**src/rtl/gray_ptr_sync_flags_if.sv**
```systemverilog
// Pointer-exchange bundle between the async FIFO core and one gray-pointer synchroniser.
// master = FIFO side that drives pointers; slave = the synchroniser.
interface gray_ptr_sync_flags_if #(
  parameter int ADDRESS_WIDTH = 4
);
  logic [ADDRESS_WIDTH:0] Remote_gptr;
  logic [ADDRESS_WIDTH:0] Local_bptr;
  logic                   Err_clr;
  logic [ADDRESS_WIDTH:0] Sync_gptr;
  logic [ADDRESS_WIDTH:0] Sync_bptr;
  logic [ADDRESS_WIDTH:0] Level;
  logic                   Flag;
  logic                   Err_multibit;

  modport master (
    output Remote_gptr, Local_bptr, Err_clr,
    input  Sync_gptr, Sync_bptr, Level, Flag, Err_multibit
  );

  modport slave (
    input  Remote_gptr, Local_bptr, Err_clr,
    output Sync_gptr, Sync_bptr, Level, Flag, Err_multibit
  );
endinterface

```
**src/rtl/gray_ptr_sync_flags.sv**
```systemverilog
// Gray-pointer CDC synchroniser with fill level, full/empty flag and
// detection of illegal multi-bit gray steps. SIDE=0 write domain, SIDE=1 read domain.
module gray_ptr_sync_flags #(
  parameter int ADDRESS_WIDTH = 4,
  parameter int SYNC_STAGES   = 2,
  parameter int SIDE          = 0
) (
  input  logic                  CLK,
  input  logic                  RST,
  gray_ptr_sync_flags_if.slave  bus
);
  localparam int PW = ADDRESS_WIDTH + 1;
  localparam logic [PW-1:0] FULL_LVL = {1'b1, {ADDRESS_WIDTH{1'b0}}};

  if ((SYNC_STAGES < 2) || (SYNC_STAGES > 4)) begin : g_bad_stages
    $error("gray_ptr_sync_flags: SYNC_STAGES must be in 2..4");
  end

  logic [PW-1:0] stage [SYNC_STAGES];
  logic [PW-1:0] sync_bptr;
  logic [PW-1:0] prev_gptr;
  logic [PW-1:0] level;
  logic          flag;
  logic          err_multibit;
  logic          multi_step;
  logic          level_over;

  function automatic logic [PW-1:0] gray2bin(input logic [PW-1:0] g);
    logic [PW-1:0] b;
    b[PW-1] = g[PW-1];
    for (int i = PW - 2; i >= 0; i--) b[i] = b[i+1] ^ g[i];
    return b;
  endfunction

  // Plain flop chain: nothing may sit between stages.
  always_ff @(posedge CLK or negedge RST) begin
    if (!RST) begin
      for (int i = 0; i < SYNC_STAGES; i++) stage[i] <= '0;
    end else begin
      stage[0] <= bus.Remote_gptr;
      for (int i = 1; i < SYNC_STAGES; i++) stage[i] <= stage[i-1];
    end
  end

  always_ff @(posedge CLK or negedge RST) begin
    if (!RST) begin
      sync_bptr <= '0;
      prev_gptr <= '0;
    end else begin
      sync_bptr <= gray2bin(stage[SYNC_STAGES-1]);
      prev_gptr <= stage[SYNC_STAGES-1];
    end
  end

  // Modulo subtraction in PW bits handles pointer wrap for free.
  always_comb begin
    level = '0;
    flag  = 1'b0;
    if (SIDE == 0) begin
      level = bus.Local_bptr - sync_bptr;
      flag  = (level == FULL_LVL);
    end else begin
      level = sync_bptr - bus.Local_bptr;
      flag  = (level == '0);
    end
  end

  assign multi_step = ($countones(stage[SYNC_STAGES-1] ^ prev_gptr) > 1);
  assign level_over = (level > FULL_LVL);

  // Set has priority over clear so a fresh violation is never lost.
  always_ff @(posedge CLK or negedge RST) begin
    if (!RST) begin
      err_multibit <= 1'b0;
    end else if (multi_step || level_over) begin
      err_multibit <= 1'b1;
    end else if (bus.Err_clr) begin
      err_multibit <= 1'b0;
    end
  end

  assign bus.Sync_gptr    = stage[SYNC_STAGES-1];
  assign bus.Sync_bptr    = sync_bptr;
  assign bus.Level        = level;
  assign bus.Flag         = flag;
  assign bus.Err_multibit = err_multibit;
endmodule

```
**src/flat_wrapper.sv**
```systemverilog
// flat-port wrapper written by rule: the top's interface ports become plain ports
module gray_ptr_sync_flags_flat 
#(
  parameter int ADDRESS_WIDTH = 4,
  parameter int SYNC_STAGES   = 2,
  parameter int SIDE          = 0
)
  (CLK, RST, bus_Remote_gptr, bus_Local_bptr, bus_Err_clr, bus_Sync_gptr, bus_Sync_bptr, bus_Level, bus_Flag, bus_Err_multibit);
  gray_ptr_sync_flags_if #(.ADDRESS_WIDTH(ADDRESS_WIDTH)) bus_i ();
  input  logic CLK;
  input  logic RST;
  input wire logic [$bits(bus_i.Remote_gptr)-1:0] bus_Remote_gptr;
  input wire logic [$bits(bus_i.Local_bptr)-1:0] bus_Local_bptr;
  input wire logic [$bits(bus_i.Err_clr)-1:0] bus_Err_clr;
  output wire logic [$bits(bus_i.Sync_gptr)-1:0] bus_Sync_gptr;
  output wire logic [$bits(bus_i.Sync_bptr)-1:0] bus_Sync_bptr;
  output wire logic [$bits(bus_i.Level)-1:0] bus_Level;
  output wire logic [$bits(bus_i.Flag)-1:0] bus_Flag;
  output wire logic [$bits(bus_i.Err_multibit)-1:0] bus_Err_multibit;
  assign bus_i.Remote_gptr = bus_Remote_gptr;
  assign bus_i.Local_bptr = bus_Local_bptr;
  assign bus_i.Err_clr = bus_Err_clr;
  assign bus_Sync_gptr = bus_i.Sync_gptr;
  assign bus_Sync_bptr = bus_i.Sync_bptr;
  assign bus_Level = bus_i.Level;
  assign bus_Flag = bus_i.Flag;
  assign bus_Err_multibit = bus_i.Err_multibit;
  gray_ptr_sync_flags #(.ADDRESS_WIDTH(ADDRESS_WIDTH), .SYNC_STAGES(SYNC_STAGES), .SIDE(SIDE)) u_core (.CLK(CLK), .RST(RST), .bus(bus_i));
endmodule
```
**config.mk**
```make
export PLATFORM = sky130hd
export DESIGN_NAME = gray_ptr_sync_flags_flat
export DESIGN_NICKNAME = d
export VERILOG_FILES = /design/src/rtl/gray_ptr_sync_flags_if.sv /design/src/rtl/gray_ptr_sync_flags.sv /design/src/flat_wrapper.sv
export SDC_FILE = /design/constraint.sdc
export NUM_CORES = 1
export LEC_CHECK = 0
export BUFFER_PORTS_ARGS = -buffer_cell sky130_fd_sc_hd__buf_2
export CAP_MARGIN = 10
export CORE_MARGIN = 2
export CORE_UTILIZATION = 48
export DETAILED_ROUTE_END_ITERATION = 10
export GPL_ROUTABILITY_DRIVEN = 0
export PLACE_DENSITY = 0.76
export SLEW_MARGIN = 15
export SYNTH_ARGS = -nofsm -noshare
export SYNTH_HDL_FRONTEND = slang
export SYNTH_SLANG_ARGS = --single-unit
```
**constraint.sdc**
```tcl
create_clock -name CLK -period 2.5 [get_ports CLK]
set_input_delay 0.125 -clock CLK [delete_from_list [all_inputs] [get_ports CLK]]
set_output_delay 0.125 -clock CLK [all_outputs]
set_load 0.01 [all_outputs]
```
Word-level counts from Yosys, hierarchy flattened

Index checks and enable logic that the tools add are counted.

Bits in registers: 21
Bits in latches: 0
Bits in writable memories: 0
Bits in read-only memories: 0
Bits of input ports: 13
Output and inout bits: 17
Logic and storage cells: 22
Memories kept: 0

$add $sub $neg: 5
$mul: 0
Div/mod/pow operators: 0
$lt $le $gt $ge: 2
Equality and inequality tests: 1
Shift operators: 0
Multiplexer cells: 2
Bitwise logic cells: 5
Reduce and logical (&&, ||, !) cells: 2

Operators by type and width:

| cell                  | count |
|---|---|
| $add A32 B1 Y32       | 1 |
| $add A32 B32 Y32      | 1 |
| $gt A32 B2 Y1 const B | 1 |
| $eq A5 B5 Y1 const B  | 1 |
| $gt A5 B5 Y1 const B  | 1 |
| $sub A5 B5 Y5         | 1 |
| $xor A5 B5 Y5         | 1 |
| $add A1 B1 Y2         | 2 |
| $xor A1 B1 Y1         | 4 |
| $mux W1               | 2 |
| $reduce_bool A2 Y1    | 1 |
| $logic_or A1 B1 Y1    | 1 |

Depth between registers and ports, before layout

Gate-level depths: netlist of run 1.

Word-level depth: 7
Depth in mapped cells: 7

Least setup slack after synthesis of run 1

Ideal clock, no wire load.

Path type: register -> register
Start point: reg u_core.stage (netlist bit u_core.bus.Sync_gptr[2])
End point: reg u_core.err_multibit, in the netlist u_core.bus.Err_multibit
Setup time: 0.132 ns
Arrival: 1.973 ns
Data required time: 2.368 ns
Slack: 0.394 ns
Stages on the path, launching flop included: 8
Buffers on the path: 0
Period minus slack after synthesis: 2.106 ns
Path through: dfrtp_1 -> xor2_1 -> ha_1 -> ha_1 -> a21o_1 -> fa_1 -> a211oi_1 -> o21ai_0

Longest elaborated chain between the ends: 7
Elaborated cells between the ends (all ways): 8
Those cells by class: add/sub (3); order compare (1); mux (1); bitwise (1); reduce/logical (2)

RTL lines:

| item                                          | line                      | text |
|---|---|---|
| start, declared                               | gray_ptr_sync_flags.sv:19 | `logic [PW-1:0] stage [SYNC_STAGES];` |
| $xor A5 B5 Y5 (*)                             | gray_ptr_sync_flags.sv:68 | `assign multi_step = ($countones(stage[SYNC_STAGES-1] ^ prev_gptr) > 1);` |
| $add A1 B1 Y2 (*)                             | gray_ptr_sync_flags.sv:68 |  |
| $add A32 B32 Y32 (*)                          | gray_ptr_sync_flags.sv:68 |  |
| $add A32 B1 Y32 (*)                           | gray_ptr_sync_flags.sv:68 |  |
| $gt A32 B2 Y1 (*)                             | gray_ptr_sync_flags.sv:68 |  |
| $logic_or A1 B1 Y1 (*)                        | gray_ptr_sync_flags.sv:75 | `end else if (multi_step \|\| level_over) begin` |
| $mux W1 or $reduce_bool A2 Y1 (tied branches) | --                        |  |
| end signal, assigned                          | gray_ptr_sync_flags.sv:74 | `err_multibit <= 1'b0;` |
| end signal, assigned                          | gray_ptr_sync_flags.sv:76 | `err_multibit <= 1'b1;` |
| end signal, assigned                          | gray_ptr_sync_flags.sv:78 | `err_multibit <= 1'b0;` |
| end, declared                                 | gray_ptr_sync_flags.sv:24 | `logic err_multibit;` |

Mark *: on every way between the ends. The rest lies on a longest branch, timed or not.
A chain may end at the register's enable or synchronous reset.

Worst setup path after layout of run 1

Same ends and word-level chain as after synthesis.

==> impl_metrics.ini, run 1 <==
[placement]
dp_hpwl_um = 1160
numPortBuffers = 29
dp_slack_ns = 0.243
postPlaceCellArea_mm2 = 0.00106

[detailed_routing]
wl_per_cell_um = 10.7
drt-pass1-iter-count = 1
routed_wirelength_um = 1420
routed_via_density = 4.44
drcViolationCount = 0
drt_iter0_markers = 0
vias = 586
ant_nets = 0

[yosys]
synth_area_leaders = dfrtp_1 (54%), ha_1 (9.4%), xor2_1 (7.6%), buf_4 (4.9%), fa_1 (4.3%)
ys_seq_elements = 20
ys.flop_type = dfrtp_1
ys_types = 20
syn_area_per_cell_um2 = 12.5
synth.top_cells.by_count = dfrtp_1 (20), inv_1 (10), xor2_1 (8)
netlist_area_um2 = 927
synth_top_area_cell = dfrtp_1
synth-async-reset-ratio = 1.00
synth.most_common_cell = dfrtp_1
synth_top_area_frac = 0.540
yosys_warnings = 0
synth_edf_count = 0
syn_nets = 96
syn_inst = 74
ys_seq_area_frac = 0.540

[setup_path]
crit_chain = xor2_1 -> ha_1 -> ha_1 -> a21o_1 -> fa_1 -> a211oi_1 -> o21ai_0
cpMaxStageDelayCell = fa_1
cp.depth = 7
cp.arrival_ns = 2.41
worst_ep_required_time_ns = 2.67
slowest_delay_ns = 0.44
critPathBufInv = 0
cpMostUsedCell = ha_1
cp-start-kind = register
cp_top_family = adder cells
critPathKind = reg -> reg
crit_fanout = 4
ff2ff_path_depth = 7
critPathCaptureType = register

[pwr]
clock_power_share = 0.219
ir_worst_vdd_uv = 464
switching_share = 0.304
power.share.sequential = 0.456
p_leak_nw = 0.609
fin_total_pwr_w = 0.000811
internal_power_w = 0.000564
netSwitchingPower_w = 0.000247
power_density_mw_per_mm2 = 702
p_comb_frac = 0.326

[sta]
fmax_mhz = 445
rsz0062_at_grt = no
tns_ns = 0
slew_headroom = 0.724
setup_viol = 0
hold_violations = 0
min_period_over_period = 0.898
finalMaxSlewViolations = 0
period_minus_slack_ns = 2.24
skew_ns = 0.00148
fin_ws_ns = 0.255
worstMarginPinSlew_ns = 0.414

[clock_network]
cts_tree = done
cts_htree_levels = 1
ctsLongestPathBuffers = 2
cts_buffers = 3
cts-root-buf = clkbuf_4
clock_latency_ns = 0.29
clkSinkCount = 20
postCtsSetupBuffers = 0
clk_pin_slew_worst_paths_ns = 0.10

[global_routing]
grt_usage = 0.136
grt_pass1_wl_um = 2060
grt_overflow = 0
antenna_found_initial = 0
grt_pass1_vias = 534
grt_max_degree = 21

[floorplan]
die_w_um = 48.0
rows = 15
boundaryPins = 30
initial_utilization = 0.526
die-area_mm2 = 0.00230
die_h_um = 48.0
core_region_area_mm2 = 0.00176

[cells_and_area]
nNetsFinal = 130
n_antenna_cell = 0
stdcell_area_mm2 = 0.00115
drive_above_1_share = 0.318
area_growth_pct = 24.6

[run_status]
status = completed

[worst_hold_path]
min_path_cells = 4
min_path_type = in -> reg

[flow_run]
maxCapViolations = 0
## cell families after synthesis
| family | synth area share |
|---|---|
| AO/OA/AOI/OAI | 0.0472 |
| XOR/XNOR | 0.131 |
| adder cells (fa/ha/maj) | 0.138 |
| buffers and inverters | 0.0891 |
| flip-flops | 0.540 |
| AND/OR/NAND/NOR | 0.0553 |
## metal layers
layer  global-route usage  wire, um  vias to the layer above
met5                    0         0                        -
met4               0.0973        10                        0
met3               0.0226        68                        2
met2                0.235       740                       19
met1                0.151       596                      270
li1                     -         -                      295
## timing repair
item,CTS,global route
hold buffers,6,0
gates resized for setup,0,0
endpoints found under the hold margin,25,0
## worst paths after layout
check	from	to	slack (ns)
worst min-delay path	bus_Err_clr	u_core.bus.Err_multibit$_DFFE_PN0P_	0.15
max in group asynchronous	RST	u_core.bus.Sync_bptr[1]$_DFF_PN0_	1.92
min in group asynchronous	RST	u_core.stage[8]$_DFF_PN0_	0.29
worst min register to register	u_core.stage[8]$_DFF_PN0_	u_core.bus.Sync_gptr[3]$_DFF_PN0_	0.36
worst max register to register	u_core.bus.Sync_gptr[2]$_DFF_PN0_	u_core.bus.Err_multibit$_DFFE_PN0P_	0.26
worst max-delay path	u_core.bus.Sync_gptr[2]$_DFF_PN0_	u_core.bus.Err_multibit$_DFFE_PN0P_	0.26
## per-stage QoR
step	hold WS (ns)	cells	util
detailed placement	0.0864	122	0.600
global route	0.146	132	0.655
floorplan	-0.171	74	-
CTS	0.137	132	0.655
finish	0.152	132	0.655
global placement	0.0791	122	0.600
## registers in the layout (all words and copies together) (netlist names)
signal	flops
u_core.bus.Sync_gptr	5
u_core.bus.Err_multibit	1
u_core.bus.Sync_bptr	4
u_core.prev_gptr	5
u_core.stage	5
## cell usage in the layout (no fill, tap or decap), drive strengths merged, types with 2 or more instances in the layout
cell	n
inv	10
fa	2
dfrtp	20
clkbuf	4
buf	29
dlygate4sd3	6
ha	7
xor2	8
nor2	2
xnor2	5
nand2	2
a21oi	3
## layout make-up
class	instances	area [um^2]
timing repair buffer	35	205
tap	25	31.3
inverter	10	37.5
fill	161	609
clock buffer	4	36.3
multi-input combinational	38	344
sequential	20	500
## worst register-to-register path, delay by kind of cell, from the launching register on
| family | cells | cell delay, ns |
|---|---|---|
| AO/OA/AOI/OAI | 3 | 0.51 |
| XOR/XNOR | 1 | 0.16 |
| flip-flops | 1 | 0.43 |
| adder cells (fa/ha/maj) | 3 | 1.03 |
## power by group through the flow
| stage | Clock, W | Sequential, W | Combinational, W |
|---|---|---|---|
| 5_1_grt | 0.000198 | 0.000375 | 0.000296 |
| 4_1_cts | 0.000186 | 0.000370 | 0.000269 |
| 2_1_floorplan | 0 | 0.000384 | 0.000159 |
| 6_report | 0.000177 | 0.000370 | 0.000264 |
| 3_3_place_gp | 0 | 0.000376 | 0.000246 |
| 3_5_place_dp | 0 | 0.000377 | 0.000262 |
Note: power is estimated with default switching activity, not from simulation.
==> run 2, diff against run 1 <==
CTS_BUF_LIST = sky130_fd_sc_hd__clkbuf_8 sky130_fd_sc_hd__clkbuf_16   (was default)
==> impl_metrics.ini, run 2 (synthesis results as in run 1) <==
[run_status]
status = completed

[pwr]
power.share.sequential = 0.427
netSwitchingPower_w = 0.000251
p_comb_frac = 0.305
p_leak_nw = 0.617
switching_share = 0.289
power_density_mw_per_mm2 = 738
ir_worst_vdd_uv = 443
clock_power_share = 0.268
internal_power_w = 0.000616

[detailed_routing]
wl_per_cell_um = 10.8
drt-pass1-iter-count = 2
ant_nets = 0
drcViolationCount = 0
routed_via_density = 4.44
routed_wirelength_um = 1430
drt_iter0_markers = 2
vias = 586

[global_routing]
grt_pass1_vias = 538
grt_pass1_wl_um = 2070
antenna_found_initial = 0
grt_usage = 0.136
grt_max_degree = 21
grt_overflow = 0

[setup_path]
crit_fanout = 4
cpMostUsedCell = ha_1
cpMaxStageDelayCell = fa_1
critPathKind = reg -> reg
slowest_delay_ns = 0.44
cp-start-kind = register
critPathCaptureType = register
crit_chain = xor2_1 -> ha_1 -> ha_1 -> a21o_1 -> fa_1 -> a211oi_1 -> o21ai_0
cp.arrival_ns = 2.36
worst_ep_required_time_ns = 2.62

[floorplan]
die-area_mm2 = 0.00230
initial_utilization = 0.526
rows = 15
die_h_um = 48.0
die_w_um = 48.0
core_region_area_mm2 = 0.00176
boundaryPins = 30

[clock_network]
ctsLongestPathBuffers = 2
postCtsSetupBuffers = 0
cts_buffers = 3
cts_htree_levels = 1
cts_resized = 0
cts_hold_buf = 6
cts-root-buf = clkbuf_8
clk_pin_slew_worst_paths_ns = 0.07
clkSinkCount = 20
clock_latency_ns = 0.25
cts_tree = done

[sta]
skew_ns = 0.00155
fmax_mhz = 447
period_minus_slack_ns = 2.24
holdWs_ns = 0.193
min_period_over_period = 0.895
hold_violations = 0
tns_ns = 0
rsz0062_at_grt = no
slew_headroom = 0.724
setup_viol = 0
worstMarginPinSlew_ns = 0.414
finalMaxSlewViolations = 0

[cells_and_area]
layout_commonest_cell = buf_2
drive_above_1_share = 0.318
final_cell_mix = buf_2 (29), dfrtp_1 (20), inv_1 (10)
area_growth_pct = 26.6
utilization = 0.665
nNetsFinal = 130
final_cells = 132
n_antenna_cell = 0

[placement]
dp_hpwl_um = 1160
numPortBuffers = 29
dp.cells = 122

[flow_run]
maxCapViolations = 0

[worst_hold_path]
min_path_type = in -> reg
-- run 2: cell counts in the layout (fill, tap and decap cells not counted) --
Identical to the previous run, type by type.
-- run 2: final cells by class --
| class | count | area (um^2) |
|---|---|---|
| well taps | 25 | 31.3 |
| multi-input cells | 38 | 344 |
| repair buffers | 35 | 205 |
| inverters | 10 | 37.5 |
| flip-flops and latches | 20 | 500 |
| fillers | 158 | 591 |
| clock buffers | 4 | 55.1 |
-- run 2: path summary, 6_finish.rpt --
path	from	end	slack, ns	depth (start not counted)
worst max-delay path	u_core.bus.Sync_gptr[2]$_DFF_PN0_	u_core.bus.Err_multibit$_DFFE_PN0P_	0.26	7
worst min-delay path	bus_Err_clr	u_core.bus.Err_multibit$_DFFE_PN0P_	0.19	4
worst max register to register	u_core.bus.Sync_gptr[2]$_DFF_PN0_	u_core.bus.Err_multibit$_DFFE_PN0P_	0.26	7
worst min register to register	u_core.stage[8]$_DFF_PN0_	u_core.bus.Sync_gptr[3]$_DFF_PN0_	0.35	0
max in group asynchronous	RST	u_core.bus.Sync_bptr[1]$_DFF_PN0_	1.87	2
min in group asynchronous	RST	u_core.stage[8]$_DFF_PN0_	0.34	2
-- run 2: per-layer routing --
layer,vias up,global-route usage,wire length (um)
met5,-,0,0
met2,19,0.235,763
met4,0,0.0811,0
li1,297,-,-
met1,270,0.151,602
met3,0,0.0340,63
-- run 2: stage by stage --
stage	setup WS [ns]	total power [W]	instance area (um^2)
after floorplan	0.394	0.000543	927
after global placement	0.351	0.000622	1060
after detailed placement	0.243	0.000638	1060
after CTS	0.230	0.000883	1170
after global routing	0.131	0.000926	1170
final	0.264	0.000866	1170
-- run 2: critical path, delay by kind of cell (launching register included) --
kind | cells | cell delay (ns)
adders and majority gates | 3 | 1.03
AOI/OAI and AO/OA | 3 | 0.51
DFF | 1 | 0.42
xor gates and xnor gates | 1 | 0.16
-- run 2: power groups by stage --
| stage | sequential [W] | combinational (W) | clock (W) |
|---|---|---|---|
| 6_report | 0.000370 | 0.000264 | 0.000232 |
| 5_1_grt | 0.000375 | 0.000296 | 0.000255 |
| 4_1_cts | 0.000371 | 0.000269 | 0.000244 |
| 3_5_place_dp | 0.000377 | 0.000262 | 0 |
| 3_3_place_gp | 0.000376 | 0.000246 | 0 |
| 2_1_floorplan | 0.000384 | 0.000159 | 0 |
